## src/rtl/wb_adder_accel.sv

```systemverilog
// Wishbone-slave 32-bit adder accelerator: firmware loads OPA/OPB, pulses START,
// and the sum is built CHUNK bits per cycle with a rippling carry register.
module wb_adder_accel #(
    parameter logic [31:0] BASE_ADDR = 32'h3000_0000,
    parameter int          CHUNK     = 8
) (
    input  logic        wb_clk_i,
    input  logic        wb_rst_i,
    input  logic        wbs_stb_i,
    input  logic        wbs_cyc_i,
    input  logic        wbs_we_i,
    input  logic [3:0]  wbs_sel_i,
    input  logic [31:0] wbs_adr_i,
    input  logic [31:0] wbs_dat_i,
    output logic        wbs_ack_o,
    output logic [31:0] wbs_dat_o,
    output logic        irq_o
);

    localparam int N     = 32 / CHUNK;
    localparam int IDX_W = (N > 1) ? $clog2(N) : 1;
    localparam logic [IDX_W-1:0] LAST_IDX = IDX_W'(N - 1);

    localparam logic [0:0] S_IDLE = 1'b0;
    localparam logic [0:0] S_RUN  = 1'b1;

    localparam logic [5:0] OFF_CTRL   = 6'h00;
    localparam logic [5:0] OFF_STATUS = 6'h01;
    localparam logic [5:0] OFF_OPA    = 6'h02;
    localparam logic [5:0] OFF_OPB    = 6'h03;
    localparam logic [5:0] OFF_RESULT = 6'h04;

    logic [0:0]       state;
    logic [IDX_W-1:0] idx;
    logic [31:0]      opa;
    logic [31:0]      opb;
    logic [31:0]      result;
    logic             c_acc;
    logic             carry;
    logic             done;
    logic             irq_en;

    logic             in_win;
    logic             accept;
    logic             wr;
    logic             idle;
    logic [5:0]       offset;
    logic [31:0]      rd_data;
    logic [CHUNK-1:0] a_chunk;
    logic [CHUNK-1:0] b_chunk;
    logic [CHUNK:0]   chunk_sum;
    logic             unused_adr;

    assign unused_adr = ^wbs_adr_i[1:0];

    // Ack gating on !wbs_ack_o makes every access exactly one cycle and
    // forces one idle cycle between back-to-back requests.
    assign in_win = (wbs_adr_i[31:8] == BASE_ADDR[31:8]);
    assign accept = wbs_stb_i & wbs_cyc_i & in_win & ~wbs_ack_o;
    assign wr     = accept & wbs_we_i;
    assign offset = wbs_adr_i[7:2];
    assign idle   = (state == S_IDLE);
    assign irq_o  = done & irq_en;

    always_comb begin
        rd_data = 32'h0;
        case (offset)
            OFF_CTRL:   rd_data = {30'h0, irq_en, 1'b0};
            OFF_STATUS: rd_data = {29'h0, carry, done, ~idle};
            OFF_OPA:    rd_data = opa;
            OFF_OPB:    rd_data = opb;
            OFF_RESULT: rd_data = result;
            default:    rd_data = 32'h0;
        endcase
    end

    always_comb begin
        a_chunk   = opa[idx*CHUNK +: CHUNK];
        b_chunk   = opb[idx*CHUNK +: CHUNK];
        chunk_sum = {1'b0, a_chunk} + {1'b0, b_chunk} + {{CHUNK{1'b0}}, c_acc};
    end

    always_ff @(posedge wb_clk_i) begin
        if (wb_rst_i) begin
            state     <= S_IDLE;
            idx       <= '0;
            opa       <= 32'h0;
            opb       <= 32'h0;
            result    <= 32'h0;
            c_acc     <= 1'b0;
            carry     <= 1'b0;
            done      <= 1'b0;
            irq_en    <= 1'b0;
            wbs_ack_o <= 1'b0;
            wbs_dat_o <= 32'h0;
        end else begin
            wbs_ack_o <= accept;
            wbs_dat_o <= accept ? rd_data : 32'h0;

            if (wr) begin
                case (offset)
                    OFF_CTRL: begin
                        if (wbs_sel_i[0]) begin
                            irq_en <= wbs_dat_i[1];
                            if (wbs_dat_i[0] && idle) begin
                                state <= S_RUN;
                                idx   <= '0;
                                c_acc <= 1'b0;
                                done  <= 1'b0;
                                carry <= 1'b0;
                            end
                        end
                    end
                    OFF_STATUS: begin
                        if (wbs_sel_i[0] && wbs_dat_i[1]) done <= 1'b0;
                    end
                    OFF_OPA: begin
                        if (idle) begin
                            for (int b = 0; b < 4; b++)
                                if (wbs_sel_i[b]) opa[b*8 +: 8] <= wbs_dat_i[b*8 +: 8];
                        end
                    end
                    OFF_OPB: begin
                        if (idle) begin
                            for (int b = 0; b < 4; b++)
                                if (wbs_sel_i[b]) opb[b*8 +: 8] <= wbs_dat_i[b*8 +: 8];
                        end
                    end
                    default: ;
                endcase
            end

            // Placed after the register writes so a DONE set beats a same-edge clear.
            if (state == S_RUN) begin
                result[idx*CHUNK +: CHUNK] <= chunk_sum[CHUNK-1:0];
                c_acc <= chunk_sum[CHUNK];
                if (idx == LAST_IDX) begin
                    state <= S_IDLE;
                    idx   <= '0;
                    done  <= 1'b1;
                    carry <= chunk_sum[CHUNK];
                end else begin
                    idx <= idx + 1'b1;
                end
            end
        end
    end

endmodule

```

## config.mk

```make
export PLATFORM = sky130hd
export DESIGN_NAME = wb_adder_accel
export DESIGN_NICKNAME = d
export VERILOG_FILES = /design/src/rtl/wb_adder_accel.sv
export SDC_FILE = /design/constraint.sdc
export NUM_CORES = 1
export LEC_CHECK = 0
export ABC_AREA = 1
export CORE_UTILIZATION = 35
export DETAILED_ROUTE_END_ITERATION = 8
export PLACE_DENSITY_LB_ADDON = 0.08
export SKIP_CTS_REPAIR_TIMING = 1
export SYNTH_ARGS = -nofsm -noshare
export SYNTH_HDL_FRONTEND = slang
export SYNTH_SLANG_ARGS = --single-unit
```

## constraint.sdc

```tcl
create_clock -name wb_clk_i -period 3.7 [get_ports wb_clk_i]
set_clock_uncertainty 0.1 [all_clocks]
set_input_delay 1.11 -clock wb_clk_i [delete_from_list [all_inputs] [get_ports wb_clk_i]]
set_output_delay 1.11 -clock wb_clk_i [all_outputs]
set_load 0.05 [all_outputs]
```

### After elaboration in Yosys (flattened, before gate mapping)

Cells that the tools add are included.

* bits in registers: 136
* output and inout port bits: 34
* word-level logic and storage cells: 89

* $add $sub $neg: 4
* shifts and indexed selects: 4
* multiplexer cells: 32
* bitwise logic cells: 8
* reduce and logical (&&, ||, !) cells: 18
* eq/ne operators: 6

Operator list (number)
* $pmux 32 s5: 1
* $shiftx 32x6->8: 2
* $reduce_and 4->1: 9
* $neg 5->34: 1
* $shift 8x34->32 const A: 1
* $shiftx 8x34->32: 1
* $bwmux 32: 1
* $eq 24x22->1 const B: 1
* $mux 1: 23
* $eq 6x2->1 const B: 2
* $mux 2: 6
* $add 8x8->9: 1
* $add 9x1->9: 1
* $reduce_bool 2->1: 4
* $eq 6x1->1 const B: 1
* $eq 6x3->1 const B: 1
* $logic_not 6->1: 1
* $and 1x1->1: 5
* $not 1->1: 3
* $reduce_and 3->1: 1
* $add 2x1->2 const B: 1
* $eq 2x2->1 const B: 1
* $logic_and 1x1->1: 2
* $pmux 1 s2: 1
* $reduce_or 2->1: 1

### Depth between registers and ports, before layout

Gate-level depths: netlist (run 1).

* depth after elaboration: 8
* depth in mapped cells: 16
* gate-level depth less buffers: 14

### Worst setup path before layout (run 1)

No wires, ideal clock.

* path kind: register to register
* start point: register idx[0]
* end point: register result[28]
* path buffers: 2
* arrival: 2.651 ns
* period minus slack after synthesis: 2.883 ns
* library setup time: 0.132 ns
* cell stages (with the launch flop): 15
* setup slack: 0.817 ns
* cells stage by stage: dfxtp_1 inv_1 clkbuf_1 clkbuf_1 nor2_1 o22ai_1 fa_1 fa_1 nand3_1 nand3_1 or2_2 nand2_1 nor3_1 nand2_1 a21oi_1

* longest elaborated chain between the ends: 5

RTL lines
* start: declaration: RTL line 34 `logic [IDX_W-1:0] idx;`
* start signal: assignment: RTL line 143 `idx <= idx + 1'b1;`
* $shiftx 32x6->8 (on tied branches): RTL line 78, 79
* $add 8x8->9: RTL line 80 `chunk_sum = {1'b0, a_chunk} + {1'b0, b_chunk} + {{CHUNK{1'b0}}, c_acc};`
* $add 9x1->9: RTL line 80
* $shiftx 8x34->32: RTL line 135 `result[idx*CHUNK +: CHUNK] <= chunk_sum[CHUNK-1:0];`
* $bwmux 32 *: RTL line 135
* end signal: indexed assignment: RTL line 135
* end: declaration: RTL line 37 `logic [31:0] result;`

Mark *: on every way between the ends. The rest lies on a longest branch, timed or not.
A chain may end at the register's enable or synchronous reset.

### Worst setup path after layout (run 1)

* start point: register idx[0]
* end point: register result[22]

The elaborated chain is that of the path after synthesis.

==> PnR_summary.wiki, run 1 <==
{| class="wikitable"
! Metric !! Value
|-
| Worst path required time || 3950 ps
|-
| Total die area || 18,780 um^2
|-
| Largest cells by area after synthesis || dfxtp_1 (43%), nor2_1 (12%), nand2_1 (12%)
|-
| Synthesis-stage register bit count || 136
|-
| Synthesis warning total || 0
|-
| VDD IR max || 0.3119 mV
|-
| Post-place instance area || 7665 um^2
|-
| Met3 routed wirelength || 1.301 mm
|-
| Average cell area after synthesis || 7.023 um^2
|-
| Power density of the placed cells || 405.6 nW/um^2
|-
| Unrepaired setup endpoints after global routing || false
|-
| Global-route wire length before repair || 33.47 mm
|-
| Iteration-0 DRC Markers || 493
|-
| Maximum root-to-sink buffer count || 2
|-
| Post-synthesis cell area || 6384 um^2
|-
| Final net count || 1,096
|-
| Pin count of the biggest net entering global routing || 69
|-
| Number of diodes added for antenna fixing || 0
|-
| Routed length per instance || 17.26 um
|-
| Count of antenna-violating nets left after detailed routing || 0
|-
| Die Ht || 137.1 um
|-
| Net switching component of the power || 0.0007334 W
|-
| Top cell type's share of synthesized area || 42.65%
|-
| Initial antenna violation count || 0
|-
| Shortest clock period the worst path allows after layout || 3324 ps
|-
| Avg Vias per Cell || 5.164
|-
| Final setup margin || 375.9 ps
|-
| Setup TNS Final || 0 ps
|-
| Core Rows || 49
|-
| Post-detailed-routing wire length || 21.58 mm
|-
| Total I/O pin count || 107
|-
| Power Total || 0.003351 W
|-
| All-Layer GR Usage || 24.26%
|-
| Sequential power share || 43.7%
|-
| Slew @ Worst Pin || 752.2 ps
|-
| Placer congestion estimate || 0.8981
|-
| Fraction of power consumed by combinational cells || 4.3%
|-
| CTS tree || built
|-
| Maximum fanout along the worst path || 20
|-
| Largest area contributor in the netlist || dfxtp_1
|-
| Worst Path Arrival || 3580 ps
|-
| Worst hold slack || 363.8 ps
|-
| Run status || finished, final reports clean
|-
| Initial core utilization || 35.66%
|-
| Post-Place Worst Slack || 366.8 ps
|-
| Fin area || 8262 um^2
|-
| Net count after synthesis || 997
|-
| Master cell of the clock root buffer || clkbuf_16
|-
| Remaining Overflow, GRT || 0
|-
| Vias in the first global route || 5,909
|-
| Highest metal layer with signal wires || met4
|-
| Clock slew at the register clock pins of the worst setup and hold paths || 60 ps
|-
| Synth cell types || 36
|-
| Final count of hold timing violations || 0
|-
| Clock latency on the worst-skew pair || 430 ps
|-
| Number of H-tree levels || 4
|-
| Final HPWL DP || 16.04 mm
|-
| Kind of launch point of the worst setup path || flop
|-
| Type of the worst setup path || reg2reg
|-
| Final-report setup violation count || 0
|-
| Fin crit share || 89.84%
|-
| Endpoint kind of the worst setup timing path || flop
|-
| Cell-internal power || 0.002618 W
|-
| Slew Limit Headroom || 49.43%
|-
| Count of buffers from port buffering || 104
|-
| Fmax || 300.8 MHz
|-
| TritonRoute pass-1 iters || 6
|-
| Via count || 6,455
|-
| # clock sinks || 136
|-
| Number of CTS-inserted buffers || 17
|-
| Clock network power share || 52.0%
|-
| Final max-slew violation count || 0
|-
| Met1 routed wirelength after detailed routing || 10.35 mm
|-
| Die width || 137.1 um
|-
| Sequential-to-total area share from yosys stat || 42.65%
|-
| # DRC || 0
|-
| Max-capacitance violation count || 0
|-
| Length of routed met2 wiring || 9.559 mm
|-
| Min-Delay Path Class || reg2reg
|-
| Switching share of total power || 21.89%
|-
| Filler instances || 1,845
|-
| Core area || 17,900 um^2
|-
| LEAKAGE || 3.185 nW
|-
| Layout-stage area growth over the synthesis result || 29.42%
|-
| Fraction of layout instances using a drive strength above 1 || 7.248%
|-
| Post-Syn Instances || 909
|}
==> state kept, by name (all words and copies together) (netlist names) <==
register and cells:
c_acc 1, carry 1, done 1, idx 2, irq_en 1, opa 32
opb 32, result 32, state 1, wbs_ack_o 1, wbs_dat_o 32
==> synth_stat cells <==
master,n
inv_4,1
o21ai_1,41
a32oi_1,1
nor2_2,5
nor4_2,1
inv_2,3
xor2_1,3
buf_2,4
nand3_1,25
nor2_4,7
o21ai_0,58
o21a_1,1
a21oi_1,40
nand2_1,200
nand2b_1,1
nand2_2,1
a41oi_1,2
fa_1,2
nor3_4,2
nand3b_1,1
inv_1,37
or2_2,1
nand3_2,2
a31oi_1,26
and2_0,1
nor2_1,211
nor3_1,7
and3_1,1
dfxtp_1,136
nand4_1,10
nand4_2,8
o22ai_1,16
clkbuf_1,31
buf_1,2
a22oi_1,8
ha_1,13
==> metal layers <==
| layer | track usage, % | vias to the layer above |
|---|---|---|
| li1 | - | 3225 |
| met1 | 34.52 | 2995 |
| met2 | 36.64 | 205 |
| met3 | 5.000 | 30 |
| met4 | 7.021 | 0 |
| met5 | 0 | - |
==> critical path, stage by stage (launching register included) <==
cell and delay [ps]:
dfxtp_1 600, inv_1 370, o21ai_0 260, o22ai_1 120, fa_1 440, fa_1 450
nand4_1 130, nand3_1 80, nand2_1 160, nand2_1 70, nor2_1 200, nand2_1 130
a21oi_1 140
==> kinds of logic after synthesis <==
family | share of synthesized area [%]
AO/OA/AOI/OAI | 16.48
XOR/XNOR | 0.4117
adder cells (fa/ha/maj) | 3.175
buffers and inverters | 4.704
flip-flops | 42.65
AND/OR/NAND/NOR | 32.58
==> stage by stage <==
stage | instances | util [%]
global route | 1250 | 46.15
floorplan | 909 | -
CTS | 1250 | 46.15
detailed placement | 1218 | 42.82
global placement | 1218 | 42.82
finish | 1250 | 46.15
==> placed cells by master (no fill, tap or decap), types with 7 or more instances in the layout <==
cell type | synthesis | final
a21oi_1 | 40 | 40
a22oi_1 | 8 | 8
a31oi_1 | 26 | 26
buf_4 | 0 | 13
clkbuf_16 | 0 | 17
clkdlybuf4s50_1 | 0 | 104
dfxtp_1 | 136 | 136
ha_1 | 13 | 13
inv_1 | 37 | 37
nand2_1 | 200 | 200
nand3_1 | 25 | 25
nand4_1 | 10 | 10
nand4_2 | 8 | 8
nor2_1 | 211 | 211
nor2_4 | 7 | 7
nor3_1 | 7 | 7
o21ai_0 | 58 | 58
o21ai_1 | 41 | 41
o22ai_1 | 16 | 16
==> power by group through the flow <==
stage	logic [W]	clock network, W	registers [W]
2_1_floorplan	0.0000409	0	0.00150
3_3_place_gp	0.000144	0	0.00150
3_5_place_dp	0.000143	0	0.00150
4_1_cts	0.000143	0.00176	0.00146
5_1_grt	0.000155	0.00182	0.00146
6_report	0.000143	0.00174	0.00146
==> path summary, 6_finish.rpt <==
path | startpoint | endpoint | slack, ps | depth (start not counted)
max | idx[0] | result[22] | 380 | 12
min reg2reg | result[23] | result[23] | 360 | 2
min | result[23] | result[23] | 360 | 2
max reg2reg | idx[0] | result[22] | 380 | 12
==> area by class of cell <==
class                   count  area, um^2  share of cell area [%]
well taps                 229       286.5                   3.468
multi-input cells         695        3361                   40.68
repair buffers            117        1139                   13.78
clock inverters            12       150.1                   1.817
clock buffers              20       446.7                   5.407
inverters                  41       156.4                   1.893
flip-flops and latches    136        2723                   32.95
Power figures use the tool's default switching activity.
==> run 2: changes to the inputs <==
Settings changed: ABC_AREA 1 to default, CORE_UTILIZATION 35 to 45, GPL_ROUTABILITY_DRIVEN from default to 0.
==> PnR_summary.wiki, run 2 <==
{| class="wikitable"
! Metric !! Value
|-
| Run status || finished, final reports clean
|-
| Via count || 5,178
|-
| Fraction of layout instances using a drive strength above 1 || 13.31%
|-
| Global-route wire length before repair || 27.22 mm
|-
| Clock network power share || 53.4%
|-
| Number of CTS-inserted buffers || 17
|-
| Worst hold slack || 377.2 ps
|-
| Endpoint kind of the worst setup timing path || flop
|-
| Worst path max stage delay || 590 ps
|-
| Synthesis-stage register bit count || 136
|-
| Post-Syn Instances || 580
|-
| Final HPWL DP || 12.01 mm
|-
| Area of combinational cells with multiple inputs || 3110 um^2
|-
| Max-capacitance violation count || 0
|-
| Kind of cell adding the most delay to the critical path || compound AO/OA/AOI/OAI gates
|-
| Kind of launch point of the worst setup path || flop
|-
| Commonest cells after routing, fill and taps aside || dfxtp_1 (136), nor2_1 (126), clkdlybuf4s50_1 (103)
|-
| Master cell of the clock root buffer || clkbuf_16
|-
| Number of H-tree levels || 4
|-
| Synth cell types || 52
|-
| Cells along the critical path || buf_4 -> mux4_2 -> fa_1 -> a211o_1 -> a211o_1 -> a221oi_1 -> buf_4 -> a22oi_1 -> nor2_1
|-
| Net switching component of the power || 0.0006890 W
|-
| Slew @ Worst Pin || 954.5 ps
|-
| Post-synthesis cell area || 6016 um^2
|-
| Count of buffers from port buffering || 104
|-
| Shortest clock period the worst path allows after layout || 3365 ps
|-
| Total I/O pin count || 107
|-
| Power density of the placed cells || 429.8 nW/um^2
|-
| Vias in the first global route || 5,061
|-
| Core Rows || 41
|-
| Power Total || 0.003427 W
|-
| Iteration-0 DRC Markers || 482
|-
| Total die area || 13,830 um^2
|-
| Avg Vias per Cell || 5.897
|-
| Number of diodes added for antenna fixing || 0
|-
| Fraction of power consumed by combinational cells || 3.9%
|-
| Area taken by flip-flops and latches || 2723 um^2
|-
| LEAKAGE || 2.809 nW
|-
| Unrepaired setup endpoints after global routing || false
|-
| Filler instances || 1,085
|-
| # DRC || 0
|-
| Layout-stage area growth over the synthesis result || 32.55%
|-
| Type of the worst setup path || reg2reg
|-
| Synthesis warning total || 0
|-
| Fin crit share || 90.94%
|-
| # clock sinks || 136
|-
| Worst path required time || 3950 ps
|-
| Leading cell type by number of instances after synthesis || dfxtp_1
|-
| All-Layer GR Usage || 25.39%
|-
| Crit-path slowest cell || mux4_2
|-
| Clock slew at the register clock pins of the worst setup and hold paths || 60 ps
|-
| Largest area contributor in the netlist || dfxtp_1
|-
| Die width || 117.6 um
|-
| Average cell area after synthesis || 10.37 um^2
|-
| VDD IR max || 0.3339 mV
|-
| Min-Delay Path Class || reg2reg
|-
| Pin count of the biggest net entering global routing || 44
|-
| Hold Path Cell Cnt || 2
|-
| Final setup margin || 335.2 ps
|-
| Top_reg_cell synth || dfxtp_1
|-
| Slew Limit Headroom || 36.20%
|-
| Core area || 12,820 um^2
|-
| Worst reg-to-reg path cell count || 9
|-
| Setup TNS Final || 0 ps
|-
| Initial core utilization || 46.91%
|-
| Initial antenna violation count || 0
|-
| Number of synthesized flops with an enable pin || 0
|-
| Leading cell type in the layout, fill and taps excluded || dfxtp_1
|-
| Net count after synthesis || 668
|-
| Logic depth of the worst path, buffers included || 9
|-
| Largest cells by area after synthesis || dfxtp_1 (45%), mux2i_1 (11%), nor2_1 (7.9%)
|-
| Maximum root-to-sink buffer count || 2
|-
| Post-Place Worst Slack || 232.9 ps
|-
| Remaining Overflow, GRT || 0
|-
| Maximum fanout along the worst path || 19
|-
| Sequential power share || 42.7%
|-
| Die Ht || 117.6 um
|-
| CTS tree || built
|-
| Switching share of total power || 20.10%
|-
| Buffers and inverters on the worst path || 2
|-
| Clock latency on the worst-skew pair || 420 ps
|-
| Top cell type's share of synthesized area || 45.26%
|-
| Routed length per instance || 19.34 um
|-
| Post-detailed-routing wire length || 16.98 mm
|-
| Final net count || 781
|-
| Final count of hold timing violations || 0
|-
| Fmax || 297.2 MHz
|-
| Share of synthesized registers carrying an async set or reset || 0%
|-
| Final max-slew violation count || 0
|-
| Commonest cells post-synth || dfxtp_1 (136), nor2_1 (126), mux2i_1 (67)
|-
| Final-report setup violation count || 0
|-
| Sequential-to-total area share from yosys stat || 45.26%
|-
| Worst Path Arrival || 3620 ps
|-
| Count of antenna-violating nets left after detailed routing || 0
|-
| Cell-internal power || 0.002738 W
|-
| TritonRoute pass-1 iters || 7
|}
-- run 2: stage by stage --
stage / cells / cell area [um^2] / util, %
6_report: 878 / 7974 / 62.18
5_1_grt: 878 / 7974 / 62.18
4_1_cts: 878 / 7974 / 62.18
3_5_place_dp: 846 / 7326 / 57.12
3_3_place_gp: 846 / 7326 / 57.12
2_1_floorplan: 580 / 6020 / -
-- run 2: final timing paths --
check / slack (ps) / from / endpoint
min reg2reg: 380 / result[2] / wbs_dat_o[2]
max: 340 / idx[0] / result[6]
max reg2reg: 340 / idx[0] / result[6]
min: 380 / result[2] / wbs_dat_o[2]
-- run 2: cell type report --
class / count / area share, %
inverter: 9 / 0.4237
sequential: 136 / 34.14
tap: 172 / 2.699
multi-input combinational: 399 / 39.01
clock buffer: 21 / 6.025
timing repair buffer: 130 / 15.60
clock inverter: 11 / 2.103
-- run 2: per-layer routing --
metal  vias to the layer above  share of wire [%]  GRT usage, %
li1                       2384                  -             -
met1                      2570                 45         34.71
met2                       210                 45         39.60
met3                        14                8.6         6.347
met4                         0                1.1         7.212
met5                         -                  0             0
-- run 2: power by group through the flow --
stage / logic [W] / clock network, W / registers [W]
floorplan: 0.0000359 / 0 / 0.00150
global placement: 0.000129 / 0 / 0.00150
detailed placement: 0.000132 / 0 / 0.00150
CTS: 0.000132 / 0.00185 / 0.00146
global route: 0.000140 / 0.00191 / 0.00146
finish: 0.000132 / 0.00183 / 0.00146
-- run 2: worst reg2reg max path, cell delays in order, from the launching register on --
cell	delay, ps
dfxtp_1	480
buf_4	370
mux4_2	600
fa_1	490
a211o_1	320
a211o_1	290
a221oi_1	270
buf_4	190
a22oi_1	70
nor2_1	130
-- run 2: logic make-up after synthesis --
kind of cell	Yosys count	synth area share, %
AOI/OAI and AO/OA	90	12.60
muxes	84	17.33
xor gates and xnor gates	3	0.4369
and+or+nand+nor	207	17.97
DFF	136	45.26
adders and majority gates	15	3.369
buffers and inverters	45	3.037
==> run 3: changes to the inputs <==
Settings changed: TNS_END_PERCENT from default to 30.
==> results of run 3 <==
No change in the layout: final DEF, timing and power equal those of run 2.
